==> src/rtl/alu_seq_pkg.sv <==
// rtl/alu_seq_pkg.sv - shared op codes, FSM state type and reserved-op defaults for alu_seq
package alu_seq_pkg;

    typedef enum logic [3:0] {
        OP_ADD  = 4'd0,
        OP_SUB  = 4'd1,
        OP_AND  = 4'd2,
        OP_OR   = 4'd3,
        OP_XOR  = 4'd4,
        OP_NOT  = 4'd5,
        OP_INC  = 4'd6,
        OP_DEC  = 4'd7,
        OP_SHL  = 4'd8,
        OP_SHR  = 4'd9,
        OP_PASS = 4'd10,
        OP_MUL  = 4'd11
    } op_e;

    typedef enum logic {
        ST_IDLE = 1'b0,
        ST_MUL  = 1'b1
    } state_e;

    typedef struct packed {
        logic z;
        logic cout;
        logic n;
        logic v;
    } flags_t;

    // Reserved ops report a zero result, so only the zero flag is set.
    localparam flags_t RESERVED_FLAGS = '{z: 1'b1, cout: 1'b0, n: 1'b0, v: 1'b0};

endpackage

==> src/rtl/alu_seq_mul.sv <==
// rtl/alu_seq_mul.sv - iterative shift-add unsigned multiplier, one iteration per clock
module alu_seq_mul #(
    parameter int WIDTH = 8
) (
    input  logic               clk,
    input  logic               rst,
    input  logic               load,
    input  logic               step,
    input  logic [WIDTH-1:0]   a,
    input  logic [WIDTH-1:0]   b,
    output logic [2*WIDTH-1:0] product,
    output logic               last
);

    localparam int CW = $clog2(WIDTH + 1);
    localparam logic [CW-1:0] CNT_LAST = CW'(WIDTH);

    logic [WIDTH-1:0]   mcand_q, mcand_d;
    logic [2*WIDTH-1:0] prod_q, prod_d;
    logic [CW-1:0]      cnt_q, cnt_d;

    logic [2*WIDTH-1:0] src;
    logic [WIDTH-1:0]   addend;
    logic [WIDTH:0]     hi_sum;

    // One shift-add iteration; the load cycle already performs the first one
    // on the incoming operands so WIDTH iterations finish in WIDTH clocks.
    always_comb begin
        src     = load ? {{WIDTH{1'b0}}, b} : prod_q;
        addend  = load ? a : mcand_q;
        hi_sum  = {1'b0, src[2*WIDTH-1:WIDTH]} + (src[0] ? {1'b0, addend} : '0);
        mcand_d = mcand_q;
        prod_d  = prod_q;
        cnt_d   = cnt_q;
        if (load) begin
            mcand_d = a;
            prod_d  = {hi_sum, src[WIDTH-1:1]};
            cnt_d   = CW'(1);
        end else if (step) begin
            prod_d  = {hi_sum, src[WIDTH-1:1]};
            cnt_d   = cnt_q + CW'(1);
        end
    end

    // Multiplier state registers.
    always_ff @(posedge clk) begin
        if (rst) begin
            mcand_q <= '0;
            prod_q  <= '0;
            cnt_q   <= '0;
        end else begin
            mcand_q <= mcand_d;
            prod_q  <= prod_d;
            cnt_q   <= cnt_d;
        end
    end

    assign product = prod_q;
    assign last    = (cnt_q == CNT_LAST);

endmodule

==> src/rtl/alu_seq.sv <==
// rtl/alu_seq.sv - sequential ALU: single-cycle ops plus iterative multiply
module alu_seq
    import alu_seq_pkg::*;
#(
    parameter int WIDTH = 8
) (
    input  logic             clk,
    input  logic             rst,
    input  logic             start,
    input  logic [3:0]       op,
    input  logic [WIDTH-1:0] a,
    input  logic [WIDTH-1:0] b,
    input  logic             cin,
    output logic             busy,
    output logic             done,
    output logic [WIDTH-1:0] d,
    output logic [WIDTH-1:0] d_hi,
    output logic             z,
    output logic             cout,
    output logic             n,
    output logic             v
);

    localparam int M = WIDTH - 1;

    state_e           state_q, state_d;
    logic             busy_q, busy_d;
    logic             done_q, done_d;
    logic [WIDTH-1:0] d_q, d_d;
    logic [WIDTH-1:0] d_hi_q, d_hi_d;
    flags_t           flags_q, flags_d;

    logic [WIDTH-1:0]   alu_res;
    flags_t             alu_flags;
    logic [WIDTH:0]     ext;
    logic               reserved;
    op_e                op_sel;

    logic               mul_load, mul_step, mul_last;
    logic [2*WIDTH-1:0] mul_product;

    alu_seq_mul #(.WIDTH(WIDTH)) u_mul (
        .clk     (clk),
        .rst     (rst),
        .load    (mul_load),
        .step    (mul_step),
        .a       (a),
        .b       (b),
        .product (mul_product),
        .last    (mul_last)
    );

    // Single-cycle datapath, evaluated on the live operands at start.
    always_comb begin
        op_sel    = op_e'(op);
        ext       = '0;
        alu_res   = '0;
        alu_flags = '0;
        reserved  = 1'b0;
        case (op_sel)
            OP_ADD: begin
                ext            = {1'b0, a} + {1'b0, b} + (WIDTH+1)'(cin);
                alu_res        = ext[M:0];
                alu_flags.cout = ext[WIDTH];
                alu_flags.v    = (a[M] == b[M]) && (alu_res[M] != a[M]);
            end
            OP_SUB: begin
                ext            = {1'b0, a} - {1'b0, b} - (WIDTH+1)'(cin);
                alu_res        = ext[M:0];
                alu_flags.cout = ext[WIDTH];
                alu_flags.v    = (a[M] != b[M]) && (alu_res[M] != a[M]);
            end
            OP_AND:  alu_res = a & b;
            OP_OR:   alu_res = a | b;
            OP_XOR:  alu_res = a ^ b;
            OP_NOT:  alu_res = ~a;
            OP_INC: begin
                ext            = {1'b0, a} + (WIDTH+1)'(1);
                alu_res        = ext[M:0];
                alu_flags.cout = ext[WIDTH];
                alu_flags.v    = !a[M] && alu_res[M];
            end
            OP_DEC: begin
                ext            = {1'b0, a} - (WIDTH+1)'(1);
                alu_res        = ext[M:0];
                alu_flags.cout = ext[WIDTH];
                alu_flags.v    = a[M] && !alu_res[M];
            end
            OP_SHL: begin
                alu_res        = {a[M-1:0], cin};
                alu_flags.cout = a[M];
            end
            OP_SHR: begin
                alu_res        = {cin, a[M:1]};
                alu_flags.cout = a[0];
            end
            OP_PASS: alu_res = b;
            default: begin
                reserved  = 1'b1;
                alu_res   = '0;
                alu_flags = RESERVED_FLAGS;
            end
        endcase
        if (!reserved) begin
            alu_flags.z = (alu_res == '0);
            alu_flags.n = alu_res[M];
        end
    end

    // Sequencer next state: single-cycle ops finish in IDLE, MUL iterates until last.
    always_comb begin
        state_d  = state_q;
        busy_d   = busy_q;
        done_d   = 1'b0;
        d_d      = d_q;
        d_hi_d   = d_hi_q;
        flags_d  = flags_q;
        mul_load = 1'b0;
        mul_step = 1'b0;
        case (state_q)
            ST_IDLE: begin
                if (start) begin
                    if (op_e'(op) == OP_MUL) begin
                        mul_load = 1'b1;
                        state_d  = ST_MUL;
                        busy_d   = 1'b1;
                    end else begin
                        d_d     = alu_res;
                        d_hi_d  = '0;
                        flags_d = alu_flags;
                        done_d  = 1'b1;
                    end
                end
            end
            ST_MUL: begin
                if (mul_last) begin
                    d_d          = mul_product[M:0];
                    d_hi_d       = mul_product[2*WIDTH-1:WIDTH];
                    flags_d.z    = (mul_product == '0);
                    flags_d.n    = mul_product[2*WIDTH-1];
                    flags_d.cout = (mul_product[2*WIDTH-1:WIDTH] != '0);
                    flags_d.v    = 1'b0;
                    done_d       = 1'b1;
                    busy_d       = 1'b0;
                    state_d      = ST_IDLE;
                end else begin
                    mul_step = 1'b1;
                end
            end
            default: state_d = ST_IDLE;
        endcase
    end

    // State and registered outputs; reset wins over any pending start.
    always_ff @(posedge clk) begin
        if (rst) begin
            state_q <= ST_IDLE;
            busy_q  <= 1'b0;
            done_q  <= 1'b0;
            d_q     <= '0;
            d_hi_q  <= '0;
            flags_q <= '0;
        end else begin
            state_q <= state_d;
            busy_q  <= busy_d;
            done_q  <= done_d;
            d_q     <= d_d;
            d_hi_q  <= d_hi_d;
            flags_q <= flags_d;
        end
    end

    assign busy = busy_q;
    assign done = done_q;
    assign d    = d_q;
    assign d_hi = d_hi_q;
    assign z    = flags_q.z;
    assign cout = flags_q.cout;
    assign n    = flags_q.n;
    assign v    = flags_q.v;

endmodule

==> config.mk <==
export PLATFORM = sky130hd
export DESIGN_NAME = alu_seq
export DESIGN_NICKNAME = d
export VERILOG_FILES = /design/src/rtl/alu_seq_pkg.sv /design/src/rtl/alu_seq_mul.sv /design/src/rtl/alu_seq.sv
export SDC_FILE = /design/constraint.sdc
export NUM_CORES = 1
export LEC_CHECK = 0
export CAP_MARGIN = 10
export CORE_MARGIN = 2
export CORE_UTILIZATION = 40
export DETAILED_ROUTE_END_ITERATION = 16
export HOLD_SLACK_MARGIN = 0.1
export SLEW_MARGIN = 20
export SYNTH_ARGS = -nofsm -noshare
export SYNTH_HDL_FRONTEND = slang
export SYNTH_SLANG_ARGS = --single-unit
==> constraint.sdc <==
create_clock -name clk -period 3.7 [get_ports clk]
set_input_delay 0.37 -clock clk [delete_from_list [all_inputs] [get_ports clk]]
set_output_delay 0.37 -clock clk [all_outputs]
set_load 0.03 [all_outputs]
==> qor.csv, run 1 <==
stage;metric;value;unit
timing;Setup WS post-layout;0.206;ns
timing;unrepaired setup endpoints after global routing;no;
clock_network;CTS Sinks;51;
yosys;sequential share of the synthesized area;21.9;%
drt;drt pass-1 iters;5;
setup_path;worst path cell trace;clkdlybuf4s50_1, and2b_2, nand3_1, buf_4, nand3_1, o31ai_1, ha_1, inv_1, fa_1, nor2b_1, o21ai_0, a21oi_1, o21ai_0, a21boi_0, o21ai_0, a221oi_1;
drt;Post-route DRC;0;
timing;WHS;0.454;ns
yosys;Most used DFF post-synth;dfxtp_1;
yosys;synthesized area;0.00466;sq mm
power;pwr/cell area;279;mW/mm^2
setup_path;crit-path leading delay family;compound AO/OA/AOI/OAI gates;
power;Peak VDD IR;0.000372;V
drt;drt initial violations;499;
floorplan;Starting Density;41.0;%
setup_path;Worst setup SP type;input pin;
timing;fin. max-slew vios;0;
setup_path;CP Data Arrival Time;3.67;ns
layout;Synth-to-Final Area Change;18.7;%
drt;final wirelength;14400;um
setup_path;CP Class;in -> reg;
floorplan;Core Box Area;0.0114;sq mm
floorplan;Top Ports;46;
global_routing;pin count of the biggest net entering global routing;34;
layout;cell area after layout;0.00553;sq mm
placement;DP Area;0.00538;sq mm
yosys;post-synthesis register bit count;51;
placement;gpl congestion;0.963;
clock_network;root buf cell;clkbuf_16;
timing;final period demand of the worst path;3.49;ns
layout;Layout Nets;730;
global_routing;wire length of the first global-routing pass;23100;um
global_routing;grt total ovfl;0;
drt;wire per inst;18.0;um
clock_network;Worst-Skew Late Latency;0.29;ns
drt;vias per cell;5.96;
layout;layout cell share with drive strength beyond 1;8.66;%
timing;Rel. slew slack;51.2;%
setup_path;slowest CP cell;clkdlybuf4s50_1;
floorplan;DIE AREA;0.0125;sq mm
yosys;EDFF count, synth;0;
timing;Max Fclk;286;MHz
setup_path;most frequent CP cell;o21ai_0;
timing;endpoints failing setup;0;
clock_network;CTS tree;yes;
global_routing;initial antenna violation count;0;
clock_network;Num CTS Buffers;5;
timing;final hold violation count;0;
clock_network;CTS clk-pin slew, worst paths;0.07;ns
floorplan;Rows;39;
clock_network;H-tree Lvls;2;
yosys;Post-Syn Instances;605;
floorplan;Vert. Die Dim;112;um
yosys;FFs w/ async S/R, synth;0;%
setup_path;CP Buf/Inv Count;3;
status;status;complete, no violations;
setup_path;Critical Path Fanout Max;15;
placement;dpl hpwl;11200;um
global_routing;GR Util All Layers;22.6;%
placement;dpl ws;-0.0741;ns
power;Static Leakage;2.27;nW
yosys;Ys Warns;0;
placement;PortBufs;45;
yosys;post-synth cell types;72;
setup_path;Largest stage delay, worst path;0.46;ns
timing;Final Skew;0.00652;ns
layout;n_diodes;0;
yosys;Mapped Nets;678;
clock_network;CTS Buffer Depth;2;
setup_path;CP Capture Type;flop;
drt;via count;4777;
drt;Antenna Nets Post-Route;0;
floorplan;Die X;112;um
timing;worst slew pin tran;0.725;ns
min_path;worst min path class;reg -> reg;
global_routing;vias in the first global route;4443;
yosys;syn avg cell area;7.70;sq um
flow_run;Max-Cap Viols;0;
timing;period utilization;94.4;%
setup_path;CP Data Required Time;3.88;ns
==> report_power, final <==
| group | leakage, nW | internal [mW] | switching (mW) | total (mW) |
|---|---|---|---|---|
| sequential | 0.413 | 0.563 | 0.00860 | 0.571 |
| clock | 0.0759 | 0.258 | 0.220 | 0.478 |
| combinational | 1.78 | 0.205 | 0.290 | 0.495 |
| total | 2.27 | 1.03 | 0.518 | 1.54 |
==> timing repair <==
item	CTS	global route
hold buffers	0	0
endpoints found under the setup margin	0	1
gates resized for setup	0	1
buffers inserted	0	0
endpoints found under the hold margin	0	0
==> per-stage QoR <==
stage / utilization (%) / power (mW) / TNS [ns] / std cells
floorplan: - / 0.898 / 0 / 605
global placement: 47.3 / 1.06 / -0.0221 / 793
detailed placement: 47.3 / 1.07 / -0.146 / 793
CTS: 48.7 / 1.55 / 0 / 801
global route: 48.7 / 1.62 / 0 / 801
finish: 48.7 / 1.54 / 0 / 801
==> worst register-to-register path: cells and delay by family, from the launching register on <==
family	cells	cell delay, ns
AOI/OAI and AO/OA	7	1.24
buffers and inverters	2	0.27
DFF	1	0.45
adders and majority gates	2	0.60
and+or+nand+nor	4	0.52
==> worst paths after layout <==
| check | start | endpoint | slack (ns) | cells after the start |
|---|---|---|---|---|
| worst max-delay path | op[2] | u_mul.product[15] | 0.21 | 16 |
| worst min-delay path | d_hi[6] | d_hi[6] | 0.45 | 2 |
| worst max register to register | state_q | u_mul.product[15] | 0.51 | 15 |
| worst min register to register | d_hi[6] | d_hi[6] | 0.45 | 2 |
==> synth_stat cells, types with 9 or more instances <==
cell | count | area share (%)
nand2_1 | 56 | 4.5
dfxtp_1 | 51 | 22
a21oi_1 | 47 | 5.0
ha_1 | 44 | 12
nor2_1 | 42 | 3.4
inv_1 | 40 | 3.2
nand3_1 | 31 | 3.3
mux2i_1 | 23 | 4.9
nor3_1 | 23 | 2.5
clkbuf_1 | 21 | 1.7
o21ai_0 | 20 | 2.1
nor2b_1 | 12 | 1.6
o31ai_1 | 11 | 1.8
a211oi_1 | 10 | 1.6
buf_2 | 9 | 0.97
nand2b_1 | 9 | 1.2
xnor2_1 | 9 | 1.7
==> layout by cell type (no fill, tap or decap), types with 8 or more instances in the layout <==
master            n
nand2_1          56
dfxtp_1          51
a21oi_1          47
ha_1             44
clkdlybuf4s50_1  44
nor2_1           42
inv_1            40
buf_4            37
nand3_1          31
nor3_1           23
mux2i_1          23
o21ai_0          20
nor2b_1          12
o31ai_1          11
a211oi_1         10
nand2b_1          9
xnor2_1           9
and2_1            8
or3_1             8
==> metal layers <==
layer	global-route usage [%]	share of wire [%]	vias to the layer above	wire length [um]
li1	-	-	2305	-
met1	30.7	47	2282	6710
met2	38.0	47	162	6710
met3	2.29	4.7	28	671
met4	7.24	2.3	0	330
met5	0	0	-	0
==> final cells by class <==
cell class | count | area [sq um]
repair buffers | 82 | 723
multi-input cells | 476 | 3300
clock inverters | 3 | 28.8
well taps | 143 | 179
clock buffers | 5 | 125
flip-flops and latches | 51 | 1020
inverters | 41 | 154
fillers | 1157 | 5840
==> registers in the layout, indices dropped and copies added, names as in the netlist <==
register	count
state_q	1
cout	1
u_mul.product	16
n	1
v	1
z	1
d	8
u_mul.cnt_q	4
u_mul.mcand_q	8
busy	1
done	1
d_hi	8
==> kinds of logic (layout without fill, tap and decap cells) <==
group	Yosys count	in the layout	synth area share [%]
fa+ha+maj	49	49	14.0
buf+inv	78	131	7.25
flops	51	51	21.9
simple gates	227	227	24.8
xor+xnor	16	16	3.30
compound gates	161	161	23.8
mux	23	23	4.94
Note: power is estimated with default switching activity, not from simulation.
==> run 2: changes to the inputs <==
==> constraint.sdc (replaced) <==
create_clock -name clk -period 3.3 [get_ports clk]
set_input_delay 0.33 -clock clk [delete_from_list [all_inputs] [get_ports clk]]
set_output_delay 0.33 -clock clk [all_outputs]
set_load 0.03 [all_outputs]
==> run 2 against run 1 <==
  * Combinational power grew 23%
  * Flip-flop and latch count is the same
  * Setup slack got worse by 0.044 ns
  * Cell count grew 4.4%
  * Via count increased by 2.8%
  * Design area grew 6.0%
  * Largest power group unchanged
  * Count of clock-buffer cells in the layout stayed put
  * Die area did not move
  * Critical endpoint is now u_mul.product[14]
  * Register-to-register slack got worse by 0.23 ns
  * Clock skew is essentially flat
  * Clock power increased by 15%
  * Global-route usage rose by 1.3 points
==> qor.csv, run 2 (synthesis gave the netlist of run 1 again) <==
stage;metric;value;unit
status;status;complete, no violations;
timing;worst slew pin tran;1.04;ns
floorplan;DIE AREA;0.0125;sq mm
drt;via count;4911;
layout;layout cell share with drive strength beyond 1;14.7;%
layout;Synth-to-Final Area Change;25.9;%
layout;flip-flop and latch area;0.00102;sq mm
clock_network;Worst-Skew Late Latency;0.30;ns
global_routing;grt total ovfl;0;
timing;endpoints failing setup;0;
clock_network;cts hold-fix bufs;0;
timing;fin. max-slew vios;0;
min_path;worst min path class;reg -> reg;
timing;Max Fclk;319;MHz
timing;final hold violation count;0;
setup_path;Critical Path Fanout Max;4;
clock_network;root buf cell;clkbuf_16;
layout;area occupied by multi-input gates;0.00336;sq mm
layout;n_diodes;0;
min_path;Hold Crit Start;d_hi[4];
setup_path;Reg2Reg Launch Point;state_q;
drt;vias per cell;5.87;
drt;Post-route DRC;0;
setup_path;CP Class;in -> reg;
setup_path;reg2reg end;u_mul.product[14];
setup_path;CP Capture Type;flop;
drt;drt initial violations;508;
min_path;Hold Path Sink;d_hi[4];
layout;fillers;1151;
layout;Layout Nets;765;
clock_network;CTS Sinks;51;
min_path;Hold Path Stages;2;
placement;dpl ws;-0.254;ns
clock_network;Num CTS Buffers;5;
global_routing;initial antenna violation count;0;
placement;DP Area;0.00565;sq mm
drt;final wirelength;15000;um
global_routing;GR Util All Layers;23.9;%
timing;period utilization;95.1;%
layout;max FFs per register;16;
setup_path;CP Data Arrival Time;3.38;ns
floorplan;Rows;39;
power;pwr/cell area;307;mW/mm^2
global_routing;pin count of the biggest net entering global routing;57;
clock_network;H-tree Lvls;2;
floorplan;Vert. Die Dim;112;um
layout;cell area after layout;0.00587;sq mm
setup_path;Reg2Reg Depth;16;
floorplan;Die X;112;um
timing;Final Skew;0.00643;ns
global_routing;vias in the first global route;4665;
placement;PortBufs;45;
layout;fin util;51.6;%
floorplan;Starting Density;41.0;%
clock_network;CTS clk-pin slew, worst paths;0.07;ns
drt;wire per inst;18.0;um
clock_network;CTS tree;yes;
setup_path;CP Data Required Time;3.55;ns
placement;dpl hpwl;11700;um
placement;gpl congestion;0.958;
global_routing;wire length of the first global-routing pass;24200;um
drt;Antenna Nets Post-Route;0;
drt;drt pass-1 iters;5;
layout;commonest non-fill, non-tap cell in the layout;buf_4;
flow_run;Max-Cap Viols;0;
timing;Rel. slew slack;30.5;%
timing;final period demand of the worst path;3.14;ns
timing;Setup WS post-layout;0.163;ns
floorplan;Top Ports;46;
power;Peak VDD IR;0.000337;V
setup_path;Worst setup SP type;input pin;
setup_path;reg2reg setup slack;0.28;ns
power;Static Leakage;2.45;nW
layout;most frequent cells in the layout;70 x buf_4, 56 x nand2_1, 51 x dfxtp_1;
clock_network;CTS Buffer Depth;2;
timing;WHS;0.451;ns
floorplan;Core Box Area;0.0114;sq mm
run 2: where the power goes:
group	total (mW)	internal (mW)	switching, mW
logic	0.610	0.270	0.340
registers	0.641	0.631	0.0106
clock network	0.548	0.290	0.258
run 2: stage by stage:
stage | setup TNS [ns] | std cells | power, mW
after floorplan | 0 | 605 | 1.01
after global placement | -0.960 | 827 | 1.23
after detailed placement | -1.64 | 827 | 1.24
after CTS | 0 | 835 | 1.79
after global routing | -0.0149 | 836 | 1.88
final | 0 | 836 | 1.80
run 2: layer usage:
layer / global-route usage, % / share of wire [%] / up-vias
met2: 38.8 / 46 / 190
met5: 0 / 0 / -
met1: 32.5 / 44 / 2301
met4: 9.19 / 3.6 / 0
met3: 2.99 / 6.2 / 39
li1: - / - / 2381
run 2: cell type report:
cell class,instances,share of cell area (%)
clock buffers,5,2.13
clock inverters,3,0.491
inverters,41,2.62
multi-input cells,476,57.2
flip-flops and latches,51,17.4
well taps,143,3.05
repair buffers,117,17.1
run 2: how the worst max path moves through the flow:
stage | startpoint | endpoint | depth (start not counted)
finish | op[2] | u_mul.product[14] | 17
CTS | b[0] | d[7] | 12
floorplan | op[0] | u_mul.product[13] | 18
detailed placement | b[0] | z | 13
global route | op[2] | u_mul.product[13] | 16
global placement | op[2] | u_mul.product[15] | 16
run 2: critical path, cell delays in order:
cell	delay (ns)
clkdlybuf4s50_1	0.47
and2b_2	0.25
buf_4	0.14
nand3_2	0.11
nor2_1	0.07
buf_4	0.15
nand3_1	0.08
o21a_1	0.19
inv_1	0.06
ha_1	0.27
a21o_1	0.18
a21oi_1	0.18
o21ai_0	0.11
a21oi_1	0.22
o21ai_0	0.15
nor4b_1	0.27
a221o_1	0.16
run 2: timing repair:
item / CTS / global route
setup buffers: 0 / 1
resized for setup: 0 / 19
setup endpoints to repair: 0 / 6
==> run 3: changes to the inputs <==
--- a/config.mk
+++ b/config.mk
@@ -10,6 +10,7 @@
 export CORE_UTILIZATION = 40
 export DETAILED_ROUTE_END_ITERATION = 16
 export HOLD_SLACK_MARGIN = 0.1
+export SETUP_SLACK_MARGIN = 0.15
 export SLEW_MARGIN = 20
 export SYNTH_ARGS = -nofsm -noshare
 export SYNTH_HDL_FRONTEND = slang
==> run 3 against run 2 <==
  * Die area unchanged
  * Sequential share of layout area shrank 0.23 points
  * Routed wire length up 1.4%
  * Via count grew 0.96%
  * Highest routed layer unchanged
==> qor.csv, run 3 (synthesis gave the netlist of run 1 again) <==
stage;metric;value;unit
status;status;complete, no violations;
timing;Final Skew;0.00419;ns
layout;fillers;1142;
timing;final period demand of the worst path;3.09;ns
clock_network;CTS tree;yes;
drt;final wirelength;15200;um
clock_network;Worst-Skew Late Latency;0.30;ns
clock_network;H-tree Lvls;2;
clock_network;CTS Sinks;51;
timing;Setup WS post-layout;0.213;ns
layout;cell area after layout;0.00595;sq mm
layout;most frequent cells in the layout;76 x buf_4, 56 x nand2_1, 51 x dfxtp_1;
global_routing;pin count of the biggest net entering global routing;57;
setup_path;Reg2Reg Depth;16;
clock_network;Num CTS Buffers;5;
layout;n_diodes;0;
drt;vias per cell;5.89;
drt;drt pass-1 iters;6;
placement;dpl hpwl;11700;um
layout;Synth-to-Final Area Change;27.6;%
power;Static Leakage;2.50;nW
min_path;worst min path class;reg -> reg;
setup_path;reg2reg end;u_mul.product[14];
setup_path;worst path cell trace;clkdlybuf4s50_1, and2b_2, buf_4, nand3_4, nor2_2, buf_4, nand3_1, o21a_1, inv_1, ha_1, a21o_1, a21oi_2, o21ai_0, a21oi_1, o21ai_1, nor4b_1, a221o_1;
floorplan;DIE AREA;0.0125;sq mm
layout;Non-Filler Instances;842;
global_routing;initial antenna violation count;0;
clock_network;CTS clk-pin slew, worst paths;0.07;ns
timing;worst slew pin tran;1.01;ns
setup_path;slowest CP cell;clkdlybuf4s50_1;
clock_network;CTS Buffer Depth;2;
setup_path;reg2reg setup slack;0.30;ns
layout;commonest non-fill, non-tap cell in the layout;buf_4;
setup_path;CP startpoint;op[2];
setup_path;Critical Path Fanout Max;4;
global_routing;grt total ovfl;0;
setup_path;Reg2Reg Launch Point;state_q;
setup_path;most frequent CP cell;buf_4;
placement;PortBufs;45;
timing;endpoints failing setup;0;
placement;DP Area;0.00565;sq mm
min_path;Hold Crit Start;d_hi[4];
layout;Layout Nets;771;
floorplan;Rows;39;
placement;dpl ws;-0.254;ns
timing;fin. max-slew vios;0;
floorplan;Top Ports;46;
placement;Inst Count DP;827;
clock_network;cts hold-fix bufs;0;
power;pwr/cell area;304;mW/mm^2
global_routing;vias in the first global route;4679;
clock_network;root buf cell;clkbuf_16;
floorplan;Starting Density;41.0;%
floorplan;Core Box Area;0.0114;sq mm
flow_run;Max-Cap Viols;0;
drt;wire per inst;18.1;um
timing;Rel. slew slack;32.4;%
setup_path;CP Data Required Time;3.55;ns
setup_path;CP Capture Type;flop;
timing;WHS;0.451;ns
drt;Antenna Nets Post-Route;0;
placement;gpl congestion;0.958;
power;Peak VDD IR;0.000361;V
layout;max FFs per register;16;
global_routing;GR Util All Layers;23.9;%
layout;layout cell share with drive strength beyond 1;16.5;%
setup_path;Worst setup SP type;input pin;
timing;Max Fclk;324;MHz
timing;final hold violation count;0;
drt;drt initial violations;452;
min_path;Hold Path Stages;2;
min_path;Hold Path Sink;d_hi[4];
drt;Post-route DRC;0;
global_routing;wire length of the first global-routing pass;24300;um
floorplan;Die X;112;um
timing;period utilization;93.6;%
setup_path;Largest stage delay, worst path;0.47;ns
setup_path;CP Data Arrival Time;3.33;ns
drt;via count;4958;
timing;unrepaired setup endpoints after global routing;yes;
floorplan;Vert. Die Dim;112;um
setup_path;CP Class;in -> reg;
## run 3: per-stage QoR
step	power (mW)	setup TNS [ns]	util, %
after CTS	1.80	0	51.3
after floorplan	1.01	0	-
after global routing	1.89	0	52.3
final	1.81	0	52.3
after detailed placement	1.24	-1.64	49.7
after global placement	1.23	-0.960	49.7
## run 3: routing by layer
| metal | track usage, % | routed length [um] |
|---|---|---|
| met5 | 0 | 0 |
| met4 | 9.19 | 499 |
| met3 | 2.50 | 824 |
| met2 | 39.2 | 7090 |
| met1 | 32.6 | 6820 |
## run 3: worst max path at each step
stage	to	slack (ns)	cells after the start
2_1_floorplan	u_mul.product[13]	0.19	18
3_3_place_gp	u_mul.product[15]	-0.17	16
3_5_place_dp	z	-0.25	13
4_1_cts	d[7]	0.13	12
5_1_grt	u_mul.product[12]	0.09	19
6_report	u_mul.product[14]	0.21	17
## run 3: timing repair
action | CTS | global route
setup buffers | 1 | 6
hold endpoints to repair | 0 | 0
pin swaps | 6 | 12
setup endpoints to repair | 6 | 11
resized for setup | 10 | 21
## run 3: critical path, delay by kind of cell
family / cells / cell delay (ns)
AOI/OAI and AO/OA: 7 / 1.11
and+or+nand+nor: 5 / 0.77
adders and majority gates: 1 / 0.28
buffers and inverters: 4 / 0.82
## run 3: area by class of cell
type | instances | area, sq um | area share, %
well taps | 143 | 179 | 3.01
flip-flops and latches | 51 | 1020 | 17.2
repair buffers | 123 | 1050 | 17.7
clock inverters | 3 | 28.8 | 0.484
multi-input cells | 476 | 3390 | 57.0
clock buffers | 5 | 125 | 2.10
inverters | 41 | 154 | 2.59
## run 3: power breakdown
part	internal [mW]	leakage, nW	switching, mW
clock	0.290	0.0759	0.257
sequential	0.631	0.413	0.0106
combinational	0.274	2.01	0.346
==> patch: new RTL, config.mk and constraints of run 3 <==
`WIDTH` is set to 8 in 2 places; all go to 4.
--- a/src/rtl/alu_seq_mul.sv
+++ b/src/rtl/alu_seq_mul.sv
@@ -1,5 +1,5 @@
 // rtl/alu_seq_mul.sv - iterative shift-add unsigned multiplier, one iteration per clock
 module alu_seq_mul #(
-    parameter int WIDTH = 8
+    parameter int WIDTH = 4
 ) (
     input  logic               clk,
--- a/src/rtl/alu_seq.sv
+++ b/src/rtl/alu_seq.sv
@@ -3,5 +3,5 @@
     import alu_seq_pkg::*;
 #(
-    parameter int WIDTH = 8
+    parameter int WIDTH = 4
 ) (
     input  logic             clk,
Ports: changed (resized a, b, d and d_hi); port bits go from 46 to 30. No check against the original RTL was run, so the function may have changed too.
==> patch against run 3 <==
Sequential cell count down 21. Design area down 48%. Worst setup slack better by 0.37 ns. Hold slack got worse by 0.00093 ns. Wire length decreased by 57%. Sequential power is 41% lower. Power shrank 44%. Area after synthesis down 45%. Non-clock buffer count down 78. Via count is 52% lower. Largest power group unchanged. Core utilization down 3.1 points. Clock skew increased by 0.0012 ns.
==> patch: results (changes against run 3) <==
cts:
  cts_resized: 0  # was 10
  postCtsSetupBuffers: 0  # was 1
  clkLatencyLatePin_ns: 0.28  # was 0.30 ns
  cts_root_buf: "clkbuf_8"  # was clkbuf_16
timing:
  worstMarginPinSlew_ns: 0.7308  # was 1.015 ns
  skew_ns: 0.005361  # was 0.004190 ns
  setup_slack_ns: 0.5819  # was 0.2128 ns
setup_path:
  endpoint: "u_mul.product[7]"  # was u_mul.product[14]
  startpoint: "op[2]"  # unchanged
  rrSetupSlack_ns: 0.83  # was 0.30 ns
  cp_slowest_cell: "or3_1"  # was clkdlybuf4s50_1
  timing.rr.end: "u_mul.product[7]"  # was u_mul.product[14]
  worstPathMaxFanout: 9  # was 4
  critPathMaxStageDelay_ns: 0.53  # was 0.47 ns
  arrival_ns: 2.92  # was 3.33 ns
  reg2reg_depth: 10  # was 16
place:
  hpwl_mm: 5.012  # was 11.65 mm
  port_buffers: 29  # was 45
  gp_congestion: 0.9297  # was 0.9575
  dpl_worst_slack_ns: 0.2762  # was -0.2544 ns
pwr:
  p_leak_nw: 1.239  # was 2.501 nW
  combinationalPowerShare: 0.275  # was 0.343
  peakVddDrop_mv: 0.2229  # was 0.3607 mV
  switching_share: 0.2980  # was 0.3391
  power_frac_clock: 0.347  # was 0.302
drt:
  wl_met1_mm: 2.965  # was 6.821 mm
  first_pass_iters: 4  # was 6
  drt_iter0_drc: 135  # was 452
  vias_per_cell: 5.541  # was 5.888
  wire_per_inst_um: 15.13  # was 18.09 um
  met2WireLength_mm: 3.205  # was 7.087 mm
  wl_met3_um: 225  # was 824 um
yosys:
  synthAdderAreaFrac: 0.1570  # was 0.1396
  synthArstFlopShare: 0  # unchanged
  synthXorXnorAreaFrac: 0.04122  # was 0.03303
  ys.flop_type: "dfxtp_1"  # unchanged
  synth_compound_area_frac: 0.2134  # was 0.2382
  ys_types: 62  # was 72
  syn-num-nets: 360  # was 678
  ys_top_cells_by_count: "30 x dfxtp_1, 28 x a21oi_1, 28 x nand2_1, 27 x nor2_1, 24 x ha_1"  # was 56 x nand2_1, 51 x dfxtp_1, 47 x a21oi_1, 44 x ha_1, 42 x nor2_1
  ys_top_cells_by_area: "dfxtp_1 24%, ha_1 12%, a21oi_1 5.5%"  # was dfxtp_1 22%, ha_1 12%, a21oi_1 5.0%
  seq_area_frac_synth: 0.2355  # was 0.2191
  synth_mux_area_frac: 0.04416  # was 0.04941
layout:
  n_antenna_cell: 0  # unchanged
  fill_cells: 635  # was 1142
  largest_reg_flops: 8  # was 16
  final_layout_size_suffix_gt1_frac: 0.1193  # was 0.1645
global_route:
  grt_pass1_vias: 2325  # was 4679
  antenna_found_initial: 0  # unchanged
  grt_usage: 0.1984  # was 0.2394
  grt.met3_usage: 0.02473  # was 0.02504
  use_met2: 0.3404  # was 0.3915
  gr-usage-met1: 0.2617  # was 0.3263
  grt_pass1_wl_mm: 11.43  # was 24.26 mm
  grt_max_degree: 33  # was 57
run_status:
  status: "finished, final reports clean"  # unchanged
## patch: cell types whose count changed after synthesis, sizes merged, moves of 6 or more
cell / delta
inv: -18
nand2: -28
nor2: -15
mux2i: -17
nor3: -14
clkbuf: -16
ha: -20
o41ai: -6
o31ai: -7
a21oi: -18
dfxtp: -21
o21ai: -16
or3: -6
nand3: -17
## patch: area by class of cell
cell class	instances	area [sq um]	share of cell area
multi-input combinational	247	1773	0.5770
sequential	30	600.6	0.1954
timing repair buffer	45	410.4	0.1336
clock buffer	8	110.1	0.03583
tap	77	96.34	0.03135
inverter	22	82.58	0.02687
## patch: critical path, delay by kind of cell
kind,cells,cell delay (ns)
adders and majority gates,2,0.59
and+or+nand+nor,4,0.93
buffers and inverters,2,0.47
AOI/OAI and AO/OA,3,0.61
## patch: per-stage QoR
stage / area, sq um / hold slack [ns] / power [mW] / cells
2_1_floorplan: 2550 / 0.4369 / 0.5695 / 315
6_report: 3073 / 0.4502 / 1.004 / 429
5_1_grt: 3073 / 0.4640 / 1.060 / 429
3_5_place_dp: 2963 / 0.4434 / 0.6647 / 421
4_1_cts: 3073 / 0.4519 / 1.013 / 429
3_3_place_gp: 2963 / 0.4414 / 0.6637 / 421
## patch: cells by family after synthesis
logic type	after synthesis
flops	30
fa+ha+maj	29
compound gates	80
mux	10
xor+xnor	12
simple gates	116
buf+inv	38
## patch: how the worst min path moves through the flow
stage | start | endpoint | slack (ns) | cells after the start
finish | d_hi[3] | d_hi[3] | 0.45 | 2
global route | d_hi[3] | d_hi[3] | 0.46 | 2
CTS | d_hi[3] | d_hi[3] | 0.45 | 2
detailed placement | d_hi[3] | d_hi[3] | 0.44 | 2
global placement | cout | cout | 0.44 | 2
floorplan | u_mul.mcand_q[0] | u_mul.mcand_q[0] | 0.44 | 2
